$ cat src/rtl/mips_cpu_mem_arbiter.sv
// Avalon-MM master arbiter for mips_cpu_bus: round-robin between instruction fetch
// and load/store, holds the bus across waitrequest stalls, and runs a stall watchdog.
module mips_cpu_mem_arbiter #(
  parameter int unsigned WAIT_LIMIT = 255
) (
  input  logic        clk,
  input  logic        reset,
  input  logic        if_req,
  input  logic [31:0] if_addr,
  output logic [31:0] if_rdata,
  output logic        if_done,
  input  logic        d_req,
  input  logic        d_write,
  input  logic [31:0] d_addr,
  input  logic [31:0] d_wdata,
  input  logic [3:0]  d_be,
  output logic [31:0] d_rdata,
  output logic        d_done,
  output logic [31:0] mem_address,
  output logic        memread,
  output logic        memwrite,
  output logic [31:0] memwritedata,
  output logic [3:0]  byteenable,
  input  logic        waitrequest,
  input  logic [31:0] memreaddata,
  output logic        busy,
  output logic        stall_err
);

  typedef enum logic [1:0] {S_IDLE, S_BUS, S_RESP} state_t;

  state_t      r_state;
  logic        r_grant_d;
  logic        r_last_d;
  logic [15:0] r_wcnt;

  logic        w_any;
  logic        w_grant_d;
  logic [16:0] w_wcnt_inc;

  // On a tie the port that did not win last time gets the bus.
  assign w_any      = if_req | d_req;
  assign w_grant_d  = (if_req && d_req) ? !r_last_d : d_req;
  assign w_wcnt_inc = {1'b0, r_wcnt} + 17'd1;

  always_ff @(posedge clk) begin
    if (reset) begin
      r_state      <= S_IDLE;
      r_grant_d    <= 1'b0;
      r_last_d     <= 1'b1;
      r_wcnt       <= '0;
      mem_address  <= '0;
      memread      <= 1'b0;
      memwrite     <= 1'b0;
      memwritedata <= '0;
      byteenable   <= '0;
      if_rdata     <= '0;
      d_rdata      <= '0;
      if_done      <= 1'b0;
      d_done       <= 1'b0;
      busy         <= 1'b0;
      stall_err    <= 1'b0;
    end else begin
      case (r_state)
        S_IDLE: begin
          if (w_any) begin
            r_grant_d <= w_grant_d;
            r_last_d  <= w_grant_d;
            r_wcnt    <= '0;
            busy      <= 1'b1;
            r_state   <= S_BUS;
            if (w_grant_d) begin
              mem_address  <= d_addr;
              memread      <= !d_write;
              memwrite     <= d_write;
              memwritedata <= d_wdata;
              byteenable   <= d_be;
            end else begin
              mem_address <= if_addr;
              memread     <= 1'b1;
              memwrite    <= 1'b0;
              byteenable  <= '1;
            end
          end
        end
        S_BUS: begin
          if (waitrequest) begin
            // Watchdog only flags; the transfer keeps waiting on the slave.
            if (r_wcnt != '1) r_wcnt <= w_wcnt_inc[15:0];
            if (32'(w_wcnt_inc) >= WAIT_LIMIT) stall_err <= 1'b1;
          end else begin
            if (memread) begin
              if (r_grant_d) d_rdata  <= memreaddata;
              else           if_rdata <= memreaddata;
            end
            memread  <= 1'b0;
            memwrite <= 1'b0;
            if_done  <= !r_grant_d;
            d_done   <= r_grant_d;
            r_state  <= S_RESP;
          end
        end
        S_RESP: begin
          if_done <= 1'b0;
          d_done  <= 1'b0;
          busy    <= 1'b0;
          r_state <= S_IDLE;
        end
        default: r_state <= S_IDLE;
      endcase
    end
  end

endmodule

$ cat config.mk
export PLATFORM = sky130hd
export DESIGN_NAME = mips_cpu_mem_arbiter
export DESIGN_NICKNAME = d
export VERILOG_FILES = /design/src/rtl/mips_cpu_mem_arbiter.sv
export SDC_FILE = /design/constraint.sdc
export NUM_CORES = 1
export LEC_CHECK = 0
export BUFFER_PORTS_ARGS = -buffer_cell sky130_fd_sc_hd__buf_2
export CAP_MARGIN = 25
export CORE_UTILIZATION = 50
export CTS_CLUSTER_SIZE = 16
export DETAILED_ROUTE_END_ITERATION = 16
export GPL_TIMING_DRIVEN = 0
export PLACE_DENSITY = 0.84
export SETUP_SLACK_MARGIN = 0.15
export SLEW_MARGIN = 40
export SYNTH_ARGS = -nofsm -noshare
export SYNTH_HDL_FRONTEND = slang
export SYNTH_SLANG_ARGS = --single-unit
$ cat constraint.sdc
create_clock -name clk -period 5.97 [get_ports clk]
set_input_delay 0.597 -clock clk [delete_from_list [all_inputs] [get_ports clk]]
set_output_delay 0.597 -clock clk [all_outputs]
set_load 0.02 [all_outputs]
; Word level (Yosys, flattened, before mapping)
; Cells that the tools add are included.
[word_totals]
inputBits = 138
regBits = 158
output_inout_bits = 138
elab_cells = 68
[classes]
n_bitwise = 3
n_eq_ne = 7
reduce_logical = 18
addsub = 1
order_cmp = 1
n_mux = 23
[ops]
columns = cell, count
row1 = two-way mux 16 bit, 3
row2 = two-way mux 32 bit, 1
row3 = one-hot mux 16 bit (2 select lines), 1
row4 = adder 16 x 1 -> 17 bit (second input constant), 1
row5 = >= comparator 17 x 8 -> 1 bit (second input constant), 1
row6 = != test 16 bit (second input constant), 1
row7 = AND reduction 4 bit, 3
row8 = one-hot mux 1 bit (2 select lines), 5
row9 = two-way mux 1 bit, 9
row10 = AND reduction 3 bit, 3
row11 = != test 2 bit (second input constant), 4
row12 = AND reduction 2 bit, 4
row13 = nonzero test 2 bit, 3
row14 = two-way mux 2 bit, 2
row15 = two-way mux 4 bit, 1
row16 = one-hot mux 2 bit (2 select lines), 1
row17 = zero test 1 bit, 3
row18 = == test 2 x 1 -> 1 bit (second input constant), 1
row19 = == test 2 bit (second input constant), 1
row20 = zero test 2 bit, 1
row21 = inverter 1 bit, 2
row22 = logical AND 1 bit, 1
row23 = bitwise OR 1 bit, 1

; Longest topological paths before layout
; Gate-level depths: netlist of the first run.
[logic_depth]
depth_word = 5
mapped_depth = 8
depth_no_buf = 7

; Worst setup path after synthesis of the first run
; OpenSTA, ideal clock, no wires.
[synth_timing]
kind = reg-to-reg
start = register r_wcnt[0]
end = register r_wcnt[4]
path_buffers = 1
setup_ns = 0.132
t_arrival_ns = 2.038
period_less_slack_ns = 2.171
required_time_ns = 5.838
path_slack_ns = 3.799
path_stages_with_launch = 8
cell_sequence = dfxtp_1 ha_1 nand3_2 or4_4 o21ai_0 clkbuf_1 o31a_2 a21oi_1
[synth_via]
elab_chain_cells = 4
word_cells_on_any_way = 7
classes_between = 1 x add/sub / 2 x eq/ne / 3 x mux / 1 x reduce/logical
[synth_lines]
columns = item, line
row1 = from (decl), 35  ; logic [15:0] r_wcnt;
row2 = from (signal assigned), 89  ; if (r_wcnt != '1) r_wcnt <= w_wcnt_inc[15:0];
row3 = adder 16 x 1 -> 17 bit, 44  ; assign w_wcnt_inc = {1'b0, r_wcnt} + 17'd1;
row4 = two-way mux 16 bit, 89
row5 = two-way mux 16 bit, 87  ; if (waitrequest) begin
row6 = one-hot mux 16 bit (2 select lines), 64  ; case (r_state)
; Several ways; a longest one is shown, not always the timed one. The select of a mux whose other input is x is not followed.
; A chain may end at the register's enable or synchronous reset.

; Worst setup path after layout of the first run
[layout_timing]
start = register r_wcnt[0]
end = register r_wcnt[2]
; Same word-level chain as after synthesis.

==> run metrics, run 1 <==
status=finished clean; Die Area=13100 µm²; ys flop type=dfxtp_1; worst hold stages=3; Slowest cell on crit path=or4_4; Power Density=a little over 300 nW/µm²; number of I/O pins=~280; drc violations=0; Setup Skew=~7.5 ps; routed len/inst=about 15 µm; Worst Tran Pin Value=around 700 ps; H-Tree Depth=4; layout cells sized above 1=0.306; Sinks on Clock Net=158; number of cells on the worst reg-to-reg path=7; CP Launch Type=flop; Synth Net Count=914; worst min path class=in -> reg; Die W=around 110 µm; RD Place Congestion=~0.85; crit share post-route=0.469; r2r startpoint=r_wcnt[0]; 1st-pass router iterations=5; Slew Viols, Final=0; hold slack=between 400 and 500 ps; Worst-path clk slew=roughly 60 ps; setup tns final=0 ps; Max VDD drop=~210 µV; Post-CTS Setup Bufs=0; global-route wire length before repair=approximately 28 mm; Leak=~3.7 nW; asr flop ratio synth=0; post-cts sizing count=0; Iteration-0 DRC Markers=between 400 and 500; clock latency on the worst-skew pair=between 400 and 500 ps; hold buffer count at CTS=0; fin nets=between 1k and 1.5k; die height=about 110 µm; fmax=around 360 MHz; largest net degree at the start of global routing=17; Post-Syn Area per Cell=approximately 8 µm²; Area growth, synth to finish=35.2%; hold path endpoint=memwritedata[10]; initial antenna violation count=1; grt total ovfl=0; synthesized cell area=about 6300 µm²; DP Wirelength=13.7 mm; Post-synth EDFFs=0; largest cells by area after synthesis=dfxtp_1 (50%), nand2_1 (13%), a21oi_1 (9.0%); WP data required=about 6300 ps; Max Root-Sink Buffers=2; crit path DAT=just over 3000 ps; Crit Path Class=reg -> reg; Max Cap Viol=0; Worst path max stage delay=620 ps; min-delay src=d_wdata[10]; Worst slew margin=0.542; Routed Antenna Nets=0; cell taking the most area after synthesis=dfxtp_1; flops & latches, synth=158; flop-to-flop setup slack=about 3200 ps; commonest cells after routing, fill and taps aside=buf_2 (275), nand2_1 (212), dfxtp_1 (158); Root Driver=clkbuf_16; Synth Instances=774; Yosys cell types=between 40 and 50; fin crit period=approximately 2800 ps; R2R Path End=r_wcnt[2]; yosys warns=0; RSZ-0062 raised after global routing=no; Critical Path Fanout Max=10; CP top delay family=simple AND/OR/NAND/NOR gates; Yosys top cell area share=0.501; Final Hold Vio Count=0; # port buffers=274; most common cell after layout, fill and taps aside=buf_2; Vias/cell=approximately 5.2; Seq/Total Area, Yosys=0.501; via count=between 6k and 7k; CTS tree=built; Critical Path, Cell by Cell=ha_1 -> nand3_2 -> or4_4 -> o21ai_0 -> clkbuf_1 -> or3b_2 -> a21oi_1; vias in the first global route=just under 6k; cts bufs inserted=17; Critical path buffers and inverters=1; Critical Path Start=r_wcnt[0]; # setup viols final=0; Total GRT Usage=0.283; CORE AREA=between 10000 and 15000 µm²; Initial Util=0.519; CP Capture Type=flop; FP Rows=40; Post-Route WL=about 19 mm
[sequential cells by signal, indices dropped and copies added, names as in the netlist]
signal	count
busy	1
byteenable	4
d_done	1
d_rdata	32
if_done	1
if_rdata	32
mem_address	32
memread	1
memwrite	1
memwritedata	32
r_grant_d	1
r_last_d	1
r_state	2
r_wcnt	16
stall_err	1
[cells in the mapped netlist, types with 2 or more instances]
cell type,instances
a211oi_1,34
a21oi_1,114
a22oi_1,2
a2bb2oi_1,2
a31oi_1,5
and3_1,2
buf_1,2
buf_4,2
buf_6,4
clkbuf_1,47
dfxtp_1,158
ha_1,2
inv_1,6
mux2i_1,34
nand2_1,212
nand2b_1,3
nand3_1,11
nand3b_1,4
nand4_1,3
nor2_1,65
nor3_1,9
nor4_1,2
o211ai_1,2
o21ai_0,11
o21ai_2,2
or2_2,3
or3_1,7
or3_2,5
or3b_2,3
xor2_1,2
[cell type report]
cell class	instances	area [µm²]
Tap cell	168	210
Timing Repair Buffer	274	1370
Clock buffer	22	474
Inverter	6	22.5
Antenna cell	1	2.50
Clock inverter	10	158
Sequential cell	158	3160
Fill cell	978	3630
Buffer	56	249
Multi-Input combinational cell	554	2880
[report_power, final]
| group | internal, mW | total (mW) | switching (mW) | leakage [nW] |
|---|---|---|---|---|
| Sequential | 1.10 | 1.13 | 0.0266 | 1.29 |
| Combinational | 0.128 | 0.350 | 0.222 | 2.11 |
| Clock | 0.733 | 1.15 | 0.420 | 0.315 |
[routing by layer]
metal / part of all wire / track usage / vias to the layer above
met5: 0 / 0 / -
met4: 0.045 / 0.171 / 0
met3: 0.064 / 0.0704 / 56
met2: 0.50 / 0.483 / 284
met1: 0.39 / 0.319 / 2937
li1: - / - / 3229
[logic make-up (layout without fill, tap and decap cells)]
family / count (synthesis) / in the layout / synth area share
AO/OA/AOI/OAI: 180 / 180 / 0.169
XOR/XNOR: 3 / 3 / 0.00417
adder cells (fa/ha/maj): 2 / 2 / 0.00397
buffers and inverters: 62 / 368 / 0.0430
flip-flops: 158 / 158 / 0.501
multiplexers: 34 / 34 / 0.0540
other: 0 / 1 / 0
AND/OR/NAND/NOR: 335 / 335 / 0.224
[how the worst max path moves through the flow]
stage / end / cells after the start
after floorplan: r_wcnt[4] / 7
after global placement: r_wcnt[2] / 7
after detailed placement: r_wcnt[2] / 7
after CTS: r_wcnt[2] / 7
after global routing: r_wcnt[2] / 7
final: r_wcnt[2] / 7
[tightest hold or removal path, cell delays in order]
cell and delay, ps:
buf_2 90, nand2_1 40, a21oi_1 50
[metrics by stage]
stage               setup slack (ps)  power, mW  instances  instance area (µm²)   util
floorplan                       3800       1.36        774                 6310      -
global placement                3210       1.50       1216                 7890  0.649
detailed placement              3240       1.50       1216                 7900  0.649
CTS                             3220       2.64       1248                 8530  0.701
global route                    3020       2.73       1249                 8530  0.701
finish                          3170       2.63       1249                 8530  0.701
No activity file was read; power rests on OpenSTA's default activity.
==> run 2, diff against run 1 <==
--- a/config.mk
+++ b/config.mk
@@ -7,11 +7,11 @@
 export LEC_CHECK = 0
 export BUFFER_PORTS_ARGS = -buffer_cell sky130_fd_sc_hd__buf_2
 export CAP_MARGIN = 25
-export CORE_UTILIZATION = 50
+export CORE_UTILIZATION = 43
 export CTS_CLUSTER_SIZE = 16
 export DETAILED_ROUTE_END_ITERATION = 16
 export GPL_TIMING_DRIVEN = 0
-export PLACE_DENSITY = 0.84
+export PLACE_DENSITY = 0.77
 export SETUP_SLACK_MARGIN = 0.15
 export SLEW_MARGIN = 40
 export SYNTH_ARGS = -nofsm -noshare
==> constraint.sdc (replaced) <==
create_clock -name clk -period 2.5 [get_ports clk]
set_input_delay 0.25 -clock clk [delete_from_list [all_inputs] [get_ports clk]]
set_output_delay 0.25 -clock clk [all_outputs]
set_load 0.02 [all_outputs]
==> run 2 against run 1 <==
  * Non-clock buffer count up 3
  * Register-to-register slack worse by 2900 ps
  * Core utilization down 9.3 points
  * Global-route usage down 3.9 points
  * Sequential power up 140%
  * Setup slack worse by 2900 ps
  * Sequential share of layout area down 0.17 points
  * Die area up 16%
  * Power up 140%
  * Largest cell class unchanged
  * Largest power group is now registers
==> run metrics, run 2 (synthesized netlist as in run 1, its figures left out) <==
global-route wire length before repair=28.2 mm (about the same); most common cell after layout, fill and taps aside=buf_2 (unchanged); grt total ovfl=0 (unchanged); status=finished clean (unchanged); CP Capture Type=flop (unchanged); layout cells sized above 1=0.316 (was 0.306); Die Area=15200 µm² (was 13100 µm²); hold buffer count at CTS=0 (unchanged); Worst slew margin=0.496 (was 0.542); drc violations=0 (unchanged); H-Tree Depth=4 (unchanged); number of I/O pins=276 (unchanged); Iteration-0 DRC Markers=360 (was 480); RD Place Congestion=0.847 (was 0.848); flop-to-flop setup slack=280 ps (was 3170 ps); Critical Path, Cell by Cell=ha_4 -> nand3_4 -> or4_4 -> o311ai_4 -> buf_4 -> or3b_2 -> a21oi_1 (was ha_1 -> nand3_2 -> or4_4 -> o21ai_0 -> clkbuf_1 -> or3b_2 -> a21oi_1); setup tns final=0 ps (unchanged); Critical Path Start=r_wcnt[1] (was r_wcnt[0]); Vias/cell=5.12 (was 5.21); FP Rows=43 (was 40); Crit Path Class=reg -> reg (unchanged); worst min path class=in -> reg (unchanged); DP Wirelength=14.0 mm (was 13.7 mm); 1st-pass router iterations=5 (unchanged); multi-input logic area=2910 µm² (was 2880 µm²); fin util=0.609 (was 0.701); CTS tree=built (unchanged); cts bufs inserted=17 (unchanged); # setup viols final=0 (unchanged); Placement Setup Slack=-267 ps (was 3240 ps); register area=3170 µm² (was 3160 µm²); Total GRT Usage=0.244 (was 0.283); end of the critical path=r_wcnt[13] (was r_wcnt[2]); vias in the first global route=5630 (was 5813); fin nets=1210 (was 1207); Metal-1 WL=7.54 mm (was 7.30 mm); Setup Skew=9.12 ps (was 7.49 ps); Slowest cell on crit path=or4_4 (unchanged); Max Used Layer=met5 (was met4); Power Density=723 nW/µm² (was 309 nW/µm²); Filler cells=1311 (was 978); WP data required=2790 ps (was 6260 ps); wire length on met2=9.57 mm (was 9.22 mm); Slew Viols, Final=0 (unchanged); Max Root-Sink Buffers=2 (unchanged); commonest cells after routing, fill and taps aside=buf_2 (275), nand2_1 (212), dfxtp_1 (156) (was buf_2 (275), nand2_1 (212), dfxtp_1 (158)); routed length on met3=1.41 mm (was 1.18 mm); fin crit period=2220 ps (was 2800 ps); Sinks on Clock Net=158 (unchanged); Routed Antenna Nets=0 (unchanged); Max VDD drop=579 µV (was 206 µV); Leak=3.72 nW (about the same); R2R Path End=r_wcnt[13] (was r_wcnt[2]); Final Hold Vio Count=0 (unchanged); routed len/inst=15.0 µm (was 14.8 µm); Worst-path clk slew=60 ps (about the same); ANT cells=0 (was 1); crit share post-route=0.886 (was 0.469); CORE AREA=14100 µm² (was 12200 µm²); RSZ-0062 raised after global routing=no (unchanged); crit path DAT=2510 ps (was 3090 ps); clock latency on the worst-skew pair=430 ps (about the same); Initial Util=0.447 (was 0.519); # port buffers=274 (unchanged); r2r startpoint=r_wcnt[1] (was r_wcnt[0]); fmax=451 MHz (was 357 MHz); Critical Path Fanout Max=9 (was 10); number of cells on the worst reg-to-reg path=7 (unchanged); Max Cap Viol=0 (unchanged); Final Worst Setup Slack=285 ps (was 3170 ps); largest net degree at the start of global routing=17 (unchanged); via count=6463 (was 6506); initial antenna violation count=1 (unchanged); Post-Route WL=19.0 mm (was 18.5 mm); Area growth, synth to finish=36.1% (was 35.2%); Worst Tran Pin Value=750 ps (was 681 ps); CP Launch Type=flop (unchanged); Worst path max stage delay=610 ps (was 620 ps); Root Driver=clkbuf_16 (unchanged); Die W=123 µm (was 114 µm); die height=123 µm (was 114 µm)
run 2: routing by layer:
| layer | vias to the layer above | GRT usage |
|---|---|---|
| met5 | - | 0 |
| met4 | 2 | 0.0866 |
| met3 | 36 | 0.0604 |
| met2 | 270 | 0.427 |
| met1 | 2927 | 0.289 |
| li1 | 3228 | - |
run 2: through the flow:
step	std cells	hold slack, ps	total power, mW	area [µm²]
6_report	1263	56.1	6.20	8580
5_1_grt	1263	49.4	6.43	8580
4_1_cts	1263	45.8	6.24	8550
3_5_place_dp	1228	443	3.59	7910
3_3_place_gp	1228	438	3.58	7900
2_1_floorplan	774	329	3.24	6310
run 2: worst min-delay path by stage:
stage | startpoint | endpoint | slack (ps) | cells past startpoint
3_3_place_gp | d_rdata[30] | d_rdata[30] | 440 | 2
4_1_cts | d_wdata[15] | memwritedata[15] | 50 | 3
5_1_grt | d_wdata[13] | memwritedata[13] | 50 | 3
6_report | d_wdata[18] | memwritedata[18] | 60 | 3
3_5_place_dp | if_rdata[15] | if_rdata[15] | 440 | 2
2_1_floorplan | waitrequest | r_state[1] | 330 | 1
run 2: area by class of cell:
type / instances / share of cell area
plain buffers: 56 / 0.0297
clock buffers: 20 / 0.0520
clock inverters: 12 / 0.0188
inverters: 6 / 0.00262
multi-input cells: 554 / 0.339
flip-flops and latches: 158 / 0.369
well taps: 180 / 0.0262
repair buffers: 277 / 0.162
run 2: what timing repair did:
action,in CTS,in global routing
endpoints found under the setup margin,16,27
cloned,0,0
pin swaps,1,1
setup buffers,3,0
resized for setup,4,11
run 2: worst max-delay path, delay by kind of cell (launching register included):
kind	cells	cell delay (ps)
AOI/OAI and AO/OA	2	450
adders and majority gates	1	180
buffers and inverters	1	200
DFF	1	390
and+or+nand+nor	3	860
run 2: report_power, final:
part / internal (mW) / switching (mW)
combinational: 0.314 / 0.531
sequential: 2.64 / 0.0640
clock: 1.61 / 1.05
total: 4.56 / 1.65
==> run 3, diff against run 2 <==
--- a/config.mk
+++ b/config.mk
@@ -7,11 +7,11 @@
 export LEC_CHECK = 0
 export BUFFER_PORTS_ARGS = -buffer_cell sky130_fd_sc_hd__buf_2
 export CAP_MARGIN = 25
-export CORE_UTILIZATION = 43
+export CORE_UTILIZATION = 47
 export CTS_CLUSTER_SIZE = 16
 export DETAILED_ROUTE_END_ITERATION = 16
 export GPL_TIMING_DRIVEN = 0
-export PLACE_DENSITY = 0.77
+export PLACE_DENSITY = 0.79
 export SETUP_SLACK_MARGIN = 0.15
 export SLEW_MARGIN = 40
 export SYNTH_ARGS = -nofsm -noshare
==> constraint.sdc (replaced) <==
create_clock -name clk -period 2.2 [get_ports clk]
set_input_delay 0.22 -clock clk [delete_from_list [all_inputs] [get_ports clk]]
set_output_delay 0.22 -clock clk [all_outputs]
set_load 0.02 [all_outputs]
==> run 3 against run 2 <==
  * Flip-flop and latch count did not move
  * Clock power rose by 2%
  * First-iteration DRC count rose by 3.9%
  * Register-to-register slack got worse by 80 ps
  * Critical path type unchanged
  * Die area fell by 8.4%
  * Core utilization rose by 6.2 points
==> run metrics, run 3 (synthesized netlist as in run 1, its figures left out) <==
Max Cap Viol=0 (unchanged); CP Capture Type=flop (unchanged); Final Hold Vio Count=0 (unchanged); Total GRT Usage=0.271 (was 0.244); crit path DAT=2350 ps (was 2510 ps); routed length on met3=1.33 mm (was 1.41 mm); placed inst area=7910 µm² (about the same); ANT cells=0 (unchanged); routed len/inst=15.4 µm (was 15.0 µm); clock latency on the worst-skew pair=420 ps (was 430 ps); fin crit period=1990 ps (was 2220 ps); fin cells=1260 (was 1263); Max VDD drop=613 µV (was 579 µV); most common cell after layout, fill and taps aside=buf_2 (unchanged); wire length on met2=9.85 mm (was 9.57 mm); Placed Cells=1220 (was 1228); Worst slew margin=0.571 (was 0.496); FP Rows=41 (was 43); 1st-pass router iterations=5 (unchanged); commonest cells after routing, fill and taps aside=buf_2 (277), nand2_1 (212), dfxtp_1 (150) (was buf_2 (275), nand2_1 (212), dfxtp_1 (156)); Slew Viols, Final=0 (unchanged); hold buffer count at CTS=0 (unchanged); CP Launch Type=flop (unchanged); Critical Path Fanout Max=7 (was 9); hold slack=34.2 ps (was 56.1 ps); fin nets=1216 (was 1210); via count=6580 (was 6463); Leak=3.76 nW (was 3.72 nW); Worst-path clk slew=60 ps (about the same); Initial Util=0.490 (was 0.447); Placement Setup Slack=-184 ps (was -267 ps); cts bufs inserted=17 (unchanged); Crit Path Class=reg -> reg (unchanged); RSZ-0062 raised after global routing=yes (was no); fin util=0.671 (was 0.609); Max Root-Sink Buffers=2 (unchanged); vias in the first global route=6040 (was 5630); DP Wirelength=14.2 mm (was 14.0 mm); Die W=118 µm (was 123 µm); number of I/O pins=276 (unchanged); cell area after layout=8640 µm² (was 8580 µm²); RD Place Congestion=0.837 (was 0.847); worst min path class=in -> reg (unchanged); Max Used Layer=met4 (was met5); CTS tree=built (unchanged); Sinks on Clock Net=158 (unchanged); Metal-1 WL=7.65 mm (was 7.54 mm); global-route wire length before repair=29.8 mm (was 28.2 mm); largest net degree at the start of global routing=17 (unchanged); Final Worst Setup Slack=205 ps (was 285 ps); H-Tree Depth=4 (unchanged); Vias/cell=5.22 (was 5.12); Post-Route WL=19.4 mm (was 19.0 mm); Root Driver=clkbuf_16 (unchanged); Setup Skew=4.29 ps (was 9.12 ps); Routed Antenna Nets=0 (unchanged); drc violations=0 (unchanged); Iteration-0 DRC Markers=374 (was 360); Worst Tran Pin Value=643 ps (was 750 ps); crit share post-route=0.907 (was 0.886); # port buffers=274 (unchanged); die height=118 µm (was 123 µm); Power Density=783 nW/µm² (was 723 nW/µm²); grt total ovfl=0 (unchanged); Area growth, synth to finish=36.9% (was 36.1%); # setup viols final=0 (unchanged); fmax=501 MHz (was 451 MHz); CORE AREA=12900 µm² (was 14100 µm²); initial antenna violation count=0 (was 1); WP data required=2550 ps (was 2790 ps); status=finished clean (unchanged); layout cells sized above 1=0.333 (was 0.316); Die Area=13900 µm² (was 15200 µm²)
## run 3: cell count changes in the layout (fill, tap and decap cells not counted), moves of 3 or more
| cell | delta |
|---|---|
| clkinv_4 | -3 |
| dfxtp_1 | -6 |
| bufinv_16 | -3 |
| clkbuf_8 | +5 |
| buf_4 | +4 |
| dfxtp_2 | +5 |
## run 3: layout make-up
class | instances | area (µm²)
plain buffers | 56 | 267
flip-flops and latches | 158 | 3180
multi-input cells | 554 | 2960
inverters | 6 | 22.5
clock buffers | 26 | 519
repair buffers | 283 | 1440
fillers | 1100 | 4240
clock inverters | 5 | 30.0
well taps | 172 | 215
## run 3: worst paths after layout
kind	startpoint	end	slack, ps	cells past startpoint
worst max register to register	r_wcnt[2]	r_wcnt[13]	210	5
worst max-delay path	r_wcnt[2]	r_wcnt[13]	210	5
worst min register to register	if_rdata[18]	if_rdata[18]	450	2
worst min-delay path	d_wdata[24]	memwritedata[24]	30	3
## run 3: metal layers
metal | up-vias | global-route usage
met3 | 37 | 0.0683
li1 | 3232 | -
met2 | 281 | 0.474
met1 | 3030 | 0.310
met5 | - | 0
met4 | 0 | 0.125
## run 3: stage by stage
step                setup TNS, ps  total power, mW
floorplan                       0             3.68
global placement            -5430             4.06
detailed placement          -2380             4.08
CTS                             0             6.77
global route                    0             7.00
finish                          0             6.76
## run 3: repair_timing
action,in CTS,in global routing
gates resized for setup,15,21
setup endpoints to repair,50,89
pin swaps,3,6
hold endpoints to repair,0,0
buffers inserted,2,7
## run 3: power by group
group	switching [mW]	internal, mW
combinational	0.617	0.357
sequential	0.0728	3.00
clock	1.11	1.61
total	1.80	4.96
## run 3: critical path, cell delays in order, from the launching register on
cell     delay, ps
dfxtp_1        450
nand4_1        310
nor4_2         330
xor2_1         230
or3b_2         460
a21oi_1        140
